$ cat config.mk
export PLATFORM = sky130hd
export DESIGN_NAME = frame_deserializer
export DESIGN_NICKNAME = d
export VERILOG_FILES = /design/src/rtl/frame_deserializer.sv
export SDC_FILE = /design/constraint.sdc
export NUM_CORES = 1
export LEC_CHECK = 0
export BUFFER_PORTS_ARGS = -buffer_cell sky130_fd_sc_hd__buf_2
export CORE_MARGIN = 2
export CORE_UTILIZATION = 60
export DETAILED_ROUTE_END_ITERATION = 8
export GPL_TIMING_DRIVEN = 1
export PLACE_DENSITY_LB_ADDON = 0.05
export SKIP_LAST_GASP = 1
export SYNTH_ARGS = -nofsm -noshare
export SYNTH_HDL_FRONTEND = slang
export SYNTH_SLANG_ARGS = --single-unit
$ cat constraint.sdc
create_clock -name clk -period 6.1 [get_ports clk]
set_input_delay 0.305 -clock clk [delete_from_list [all_inputs] [get_ports clk]]
set_output_delay 0.305 -clock clk [all_outputs]
set_load 0.03 [all_outputs]
$ cat src/rtl/frame_deserializer.sv
// Receive side of the frame link: rebuilds the parallel frame from a 1-bit serial stream,
// checks even parity and presents a double-buffered frame plus laser/alien decodes.
module frame_deserializer #(
    parameter int unsigned OBJ_LIMIT = 8,
    parameter int unsigned ALIEN_W   = 18,
    parameter int unsigned LASER_W   = 14,
    parameter int unsigned FRAME_W   = OBJ_LIMIT * ALIEN_W + LASER_W
) (
    input  logic                 clk,
    input  logic                 rst,
    input  logic                 ser_valid,
    input  logic                 ser_data,
    input  logic                 ser_sof,
    output logic [FRAME_W-1:0]   frame_out,
    output logic                 frame_valid,
    output logic                 parity_err,
    output logic                 sync_err,
    output logic                 busy,
    output logic [7:0]           frame_cnt,
    output logic                 laser_active,
    output logic [3:0]           laser_r,
    output logic [8:0]           laser_deg,
    output logic [OBJ_LIMIT-1:0] alien_present
);

    localparam int unsigned     CntW    = $clog2(FRAME_W + 1);
    localparam int unsigned     IdxW    = $clog2(FRAME_W);
    localparam logic [CntW-1:0] CntLast = CntW'(FRAME_W);
    localparam logic [CntW-1:0] CntOne  = CntW'(1);

    typedef enum logic [1:0] {StIdle, StRecv, StCommit} state_e;

    state_e             state_q, state_d;
    logic [CntW-1:0]    cnt_q, cnt_d;
    logic [FRAME_W-1:0] shift_q, shift_d;
    logic               par_q, par_d;
    logic [FRAME_W-1:0] frame_q, frame_d;
    logic [7:0]         frame_cnt_q, frame_cnt_d;
    logic               frame_valid_q, frame_valid_d;
    logic               parity_err_q, parity_err_d;
    logic               sync_err_q, sync_err_d;

    logic               start_beat;
    logic               data_beat;
    logic [FRAME_W-1:0] first_bit;

    assign start_beat = ser_valid & ser_sof;
    assign data_beat  = ser_valid & ~ser_sof;
    assign first_bit  = FRAME_W'(ser_data);

    always_comb begin
        state_d       = state_q;
        cnt_d         = cnt_q;
        shift_d       = shift_q;
        par_d         = par_q;
        frame_d       = frame_q;
        frame_cnt_d   = frame_cnt_q;
        frame_valid_d = 1'b0;
        parity_err_d  = 1'b0;
        sync_err_d    = 1'b0;

        unique case (state_q)
            StIdle: begin
                if (start_beat) begin
                    state_d = StRecv;
                    cnt_d   = CntOne;
                    shift_d = first_bit;
                    par_d   = ser_data;
                end
            end
            StRecv: begin
                if (start_beat) begin
                    // Early sof: drop the partial frame and restart on this beat.
                    sync_err_d = 1'b1;
                    cnt_d      = CntOne;
                    shift_d    = first_bit;
                    par_d      = ser_data;
                end else if (data_beat) begin
                    par_d = par_q ^ ser_data;
                    if (cnt_q == CntLast) begin
                        state_d = StCommit;
                    end else begin
                        shift_d[cnt_q[IdxW-1:0]] = ser_data;
                        cnt_d                    = cnt_q + CntOne;
                    end
                end
            end
            StCommit: begin
                if (!par_q) begin
                    frame_d       = shift_q;
                    frame_valid_d = 1'b1;
                    frame_cnt_d   = frame_cnt_q + 8'd1;
                end else begin
                    parity_err_d = 1'b1;
                end
                state_d = StIdle;
                cnt_d   = '0;
                // A sof here starts the next frame with no idle gap.
                if (start_beat) begin
                    state_d = StRecv;
                    cnt_d   = CntOne;
                    shift_d = first_bit;
                    par_d   = ser_data;
                end
            end
            default: begin
                state_d = StIdle;
                cnt_d   = '0;
            end
        endcase
    end

    always_ff @(posedge clk) begin
        if (rst) begin
            state_q       <= StIdle;
            cnt_q         <= '0;
            shift_q       <= '0;
            par_q         <= 1'b0;
            frame_q       <= '0;
            frame_cnt_q   <= '0;
            frame_valid_q <= 1'b0;
            parity_err_q  <= 1'b0;
            sync_err_q    <= 1'b0;
        end else begin
            state_q       <= state_d;
            cnt_q         <= cnt_d;
            shift_q       <= shift_d;
            par_q         <= par_d;
            frame_q       <= frame_d;
            frame_cnt_q   <= frame_cnt_d;
            frame_valid_q <= frame_valid_d;
            parity_err_q  <= parity_err_d;
            sync_err_q    <= sync_err_d;
        end
    end

    assign frame_out    = frame_q;
    assign frame_valid  = frame_valid_q;
    assign parity_err   = parity_err_q;
    assign sync_err     = sync_err_q;
    assign frame_cnt    = frame_cnt_q;
    assign busy         = (state_q == StRecv);

    assign laser_active = frame_q[0];
    assign laser_r      = frame_q[4:1];
    assign laser_deg    = frame_q[13:5];

    for (genvar k = 0; k < OBJ_LIMIT; k++) begin : g_present
        assign alien_present[k] = frame_q[LASER_W + k * ALIEN_W];
    end

endmodule

==> metrics.md <==
| Metric | Value |
|---|---|
| Status | complete, no violations |
| Flop2flop setup slack | 2.56 ns |
| Final Setup Violations | 0 |
| Synth async-reset ratio | 0% |
| Critical path arrival | approximately 4.0 ns |
| RSZ-0062 raised after global routing | false |
| Final Util | 68.4% |
| Slowest CP cell | and3_1 |
| Vias in the first global route | 12033 |
| Type of element launching the critical path | flop |
| Area leader, netlist | dfxtp_1 |
| HPWL after DPL | 22.3 mm |
| Pwr Density | 277 mW/mm^2 |
| Top-area cell type share of the netlist area | 46.7% |
| R2R cell count | 5 |
| Critical path, cell by cell | and3_1, and4_4, buf_4, o31ai_1, a21oi_1 |
| Via/cell ratio | 6.02 |
| Die ar. | 0.0254 sq mm |
| Residual DRC count | 0 |
| F_max | between 200 and 300 MHz |
| I/O pin total | 197 |
| Post-synth EDFFs | 0 |
| Final setup TNS | 0 ns |
| Top-count cell post-synth | nand2_1 |
| Die W | 159 um |
| CP max FO | 77 |
| Iteration-0 DRC Markers | 1534 |
| Max-capacitance violation count | 0 |
| Final ANT Viol Nets | 0 |
| Die H | between 150 and 200 um |
| Place WS | 2.75 ns |
| Worst-skew pair later-pin latency | 0.53 ns |
| Period utilisation layout | 58.1% |
| GRT overflow | 0 |
| Routed WL | about 39 mm |
| CTS Hold Buffers Added | 0 |
| CTS root buffer | clkbuf_16 |
| Synth Instances | 1801 |
| Final GP Congestion | 0.836 |
| Global-route met2 utilization | 46.9% |
| First-pass detailed-route iteration total | 5 |
| Total GRT Usage | 29.6% |
| Commonest cells post-synth | nand2_1, a21oi_1, dfxtp_1, o31ai_1, clkbuf_1 |
| Layout area overhead | 11.5% |
| Top_reg_cell synth | dfxtp_1 |
| Setup CP Type | reg -> reg |
| Largest net degree at the start of global routing | 132 |
| Worst setup path endpoint | shift_q[17] |
| Max-slew violation count | 0 |
| Relative slew slack | 17.0% |
| CP required | 6.53 ns |
| Syn Area/Cell | 8.04 sq um |
| Row count | between 50 and 60 |
| Distinct cells, synth | 60 |
| Clock skew | 0.0139 ns |
| Register area share after synthesis | 46.7% |
| GRT busiest layer | met2 |
| Cts repair resizes | 0 |
| Critical Path Sink Type | flop |
| Synth Register Bits | around 340 |
| Post-CTS repair timing setup buffer count | 0 |
| Leak Pwr | roughly 0.0060 uW |
| Met1 GRT Util | 41.9% |
| Worst slew pin tran | 1.25 ns |
| Peak supply drop | 0.247 mV |
| Min cycle time layout | 3.54 ns |
| Start point of the critical path | cnt_q[3] |
| Clock sink count | between 300 and 400 |
| R2r endpoint | shift_q[17] |
| Avg WL per Cell | 17.9 um |
| Reg2Reg Launch Point | cnt_q[3] |
| Ys Warns | 0 |
| Area contributors post-synth | dfxtp_1, a21oi_1, nand2_1 |
| TritonCTS clock tree | built |
| Vias | 13162 |
| Ratio of cells with drive above 1 in the final layout | 16.1% |
| Total CTS buffers | 36 |
| Worst hold path type | in -> reg |
| Cell area after synthesis | 0.0145 sq mm |
| Starting Density | 61.3% |
| Hold Vio Cnt, Final | 0 |
| CTS Buffer Depth | 3 |
| Port Buffer Count | about 200 |
| Worst-path clk slew | 0.06 ns |
| Initial antenna violation count | 0 |
| CTS H-tree lvls | 2 |
| Final-stage net count | 1853 |
| Final setup margin | 2.56 ns |
| First-pass GRT wire length | roughly 63 mm |
| Syn Nets | 1811 |
| N_diodes | 0 |
| Crit path largest cell delay | 0.99 ns |
| Global-route met3 utilization | 4.04% |
| CORE AREA | 0.0236 sq mm |
## cells in the final DEF, fill, tap and decap left out, types with 4 or more instances in the layout
cell and count:
o311ai_0 8, xnor2_1 5, o21ai_0 11, nand3_1 6
nor4b_2 4, buf_2 195, dfxtp_1 338, xor2_1 4
clkbuf_1 11, inv_1 16, buf_4 20, and3b_1 8
nor3_1 4, o31ai_1 137, a21oi_1 451, nand4_1 17
o2111ai_1 4, nand4bb_1 4, clkbuf_8 6, o211ai_1 15
ha_1 5, and4bb_2 4, and3_1 9, a2111oi_4 8
nor2_1 12, clkbuf_16 37, nand2_1 472
## final cells by class
class	instances	area, sq um
sequential	338	6770
tap	319	399
inverter	17	63.8
timing repair buffer	216	1140
fill	2002	7460
clock buffer	54	1050
multi-input combinational	1234	6660
clock inverter	7	70.1
## metrics by stage
| step | area (sq um) | power, uW | hold WS, ns | cells |
|---|---|---|---|---|
| final | 16200 | 4470 | 0.162 | 2185 |
| after floorplan | 14500 | 2380 | 0.429 | 1801 |
| after global routing | 16200 | 4600 | 0.173 | 2185 |
| after detailed placement | 15000 | 2420 | 0.443 | 2124 |
| after CTS | 16200 | 4490 | 0.147 | 2185 |
| after global placement | 15000 | 2420 | 0.439 | 2124 |
## layer usage
layer	part of all wire [%]	up-vias
li1	-	6324
met1	44	6210
met2	46	546
met3	6.8	82
met4	2.8	0
met5	0	-
## worst max-delay path: cells and delay by family (launching register included)
| kind | cells | cell delay, ns |
|---|---|---|
| and+or+nand+nor | 2 | 1.44 |
| DFF | 1 | 0.82 |
| buffers and inverters | 1 | 0.70 |
| AOI/OAI and AO/OA | 2 | 0.42 |
## worst min path at each step
stage / from / cells after the start / end / slack (ns)
2_1_floorplan: shift_q[110] / 2 / frame_out[110] / 0.43
3_3_place_gp: shift_q[71] / 2 / frame_out[71] / 0.44
3_5_place_dp: frame_out[101] / 2 / frame_out[101] / 0.44
4_1_cts: ser_data / 3 / shift_q[156] / 0.15
5_1_grt: ser_data / 3 / shift_q[157] / 0.17
6_report: ser_data / 3 / shift_q[156] / 0.16
## registers in the layout (all words and copies together), names as in the netlist
signal and flops:
cnt_q 8, frame_cnt 8, frame_out 158, frame_valid 1, par_q 1, parity_err 1, shift_q 158, state_q 2
sync_err 1
## cells by family after synthesis
kind of cell,Yosys count,synth area share [%]
DFF,338,46.7
AOI/OAI and AO/OA,652,27.1
and+or+nand+nor,568,17.6
xor gates and xnor gates,9,0.544
adders and majority gates,5,0.432
buffers and inverters,229,7.59
## where the power goes
group	switching, uW	internal [uW]	leakage [uW]
combinational	126	31.8	0.00278
sequential	4.41	2210	0.00272
clock	873	1230	0.000547
Power figures use the tool's default switching activity.
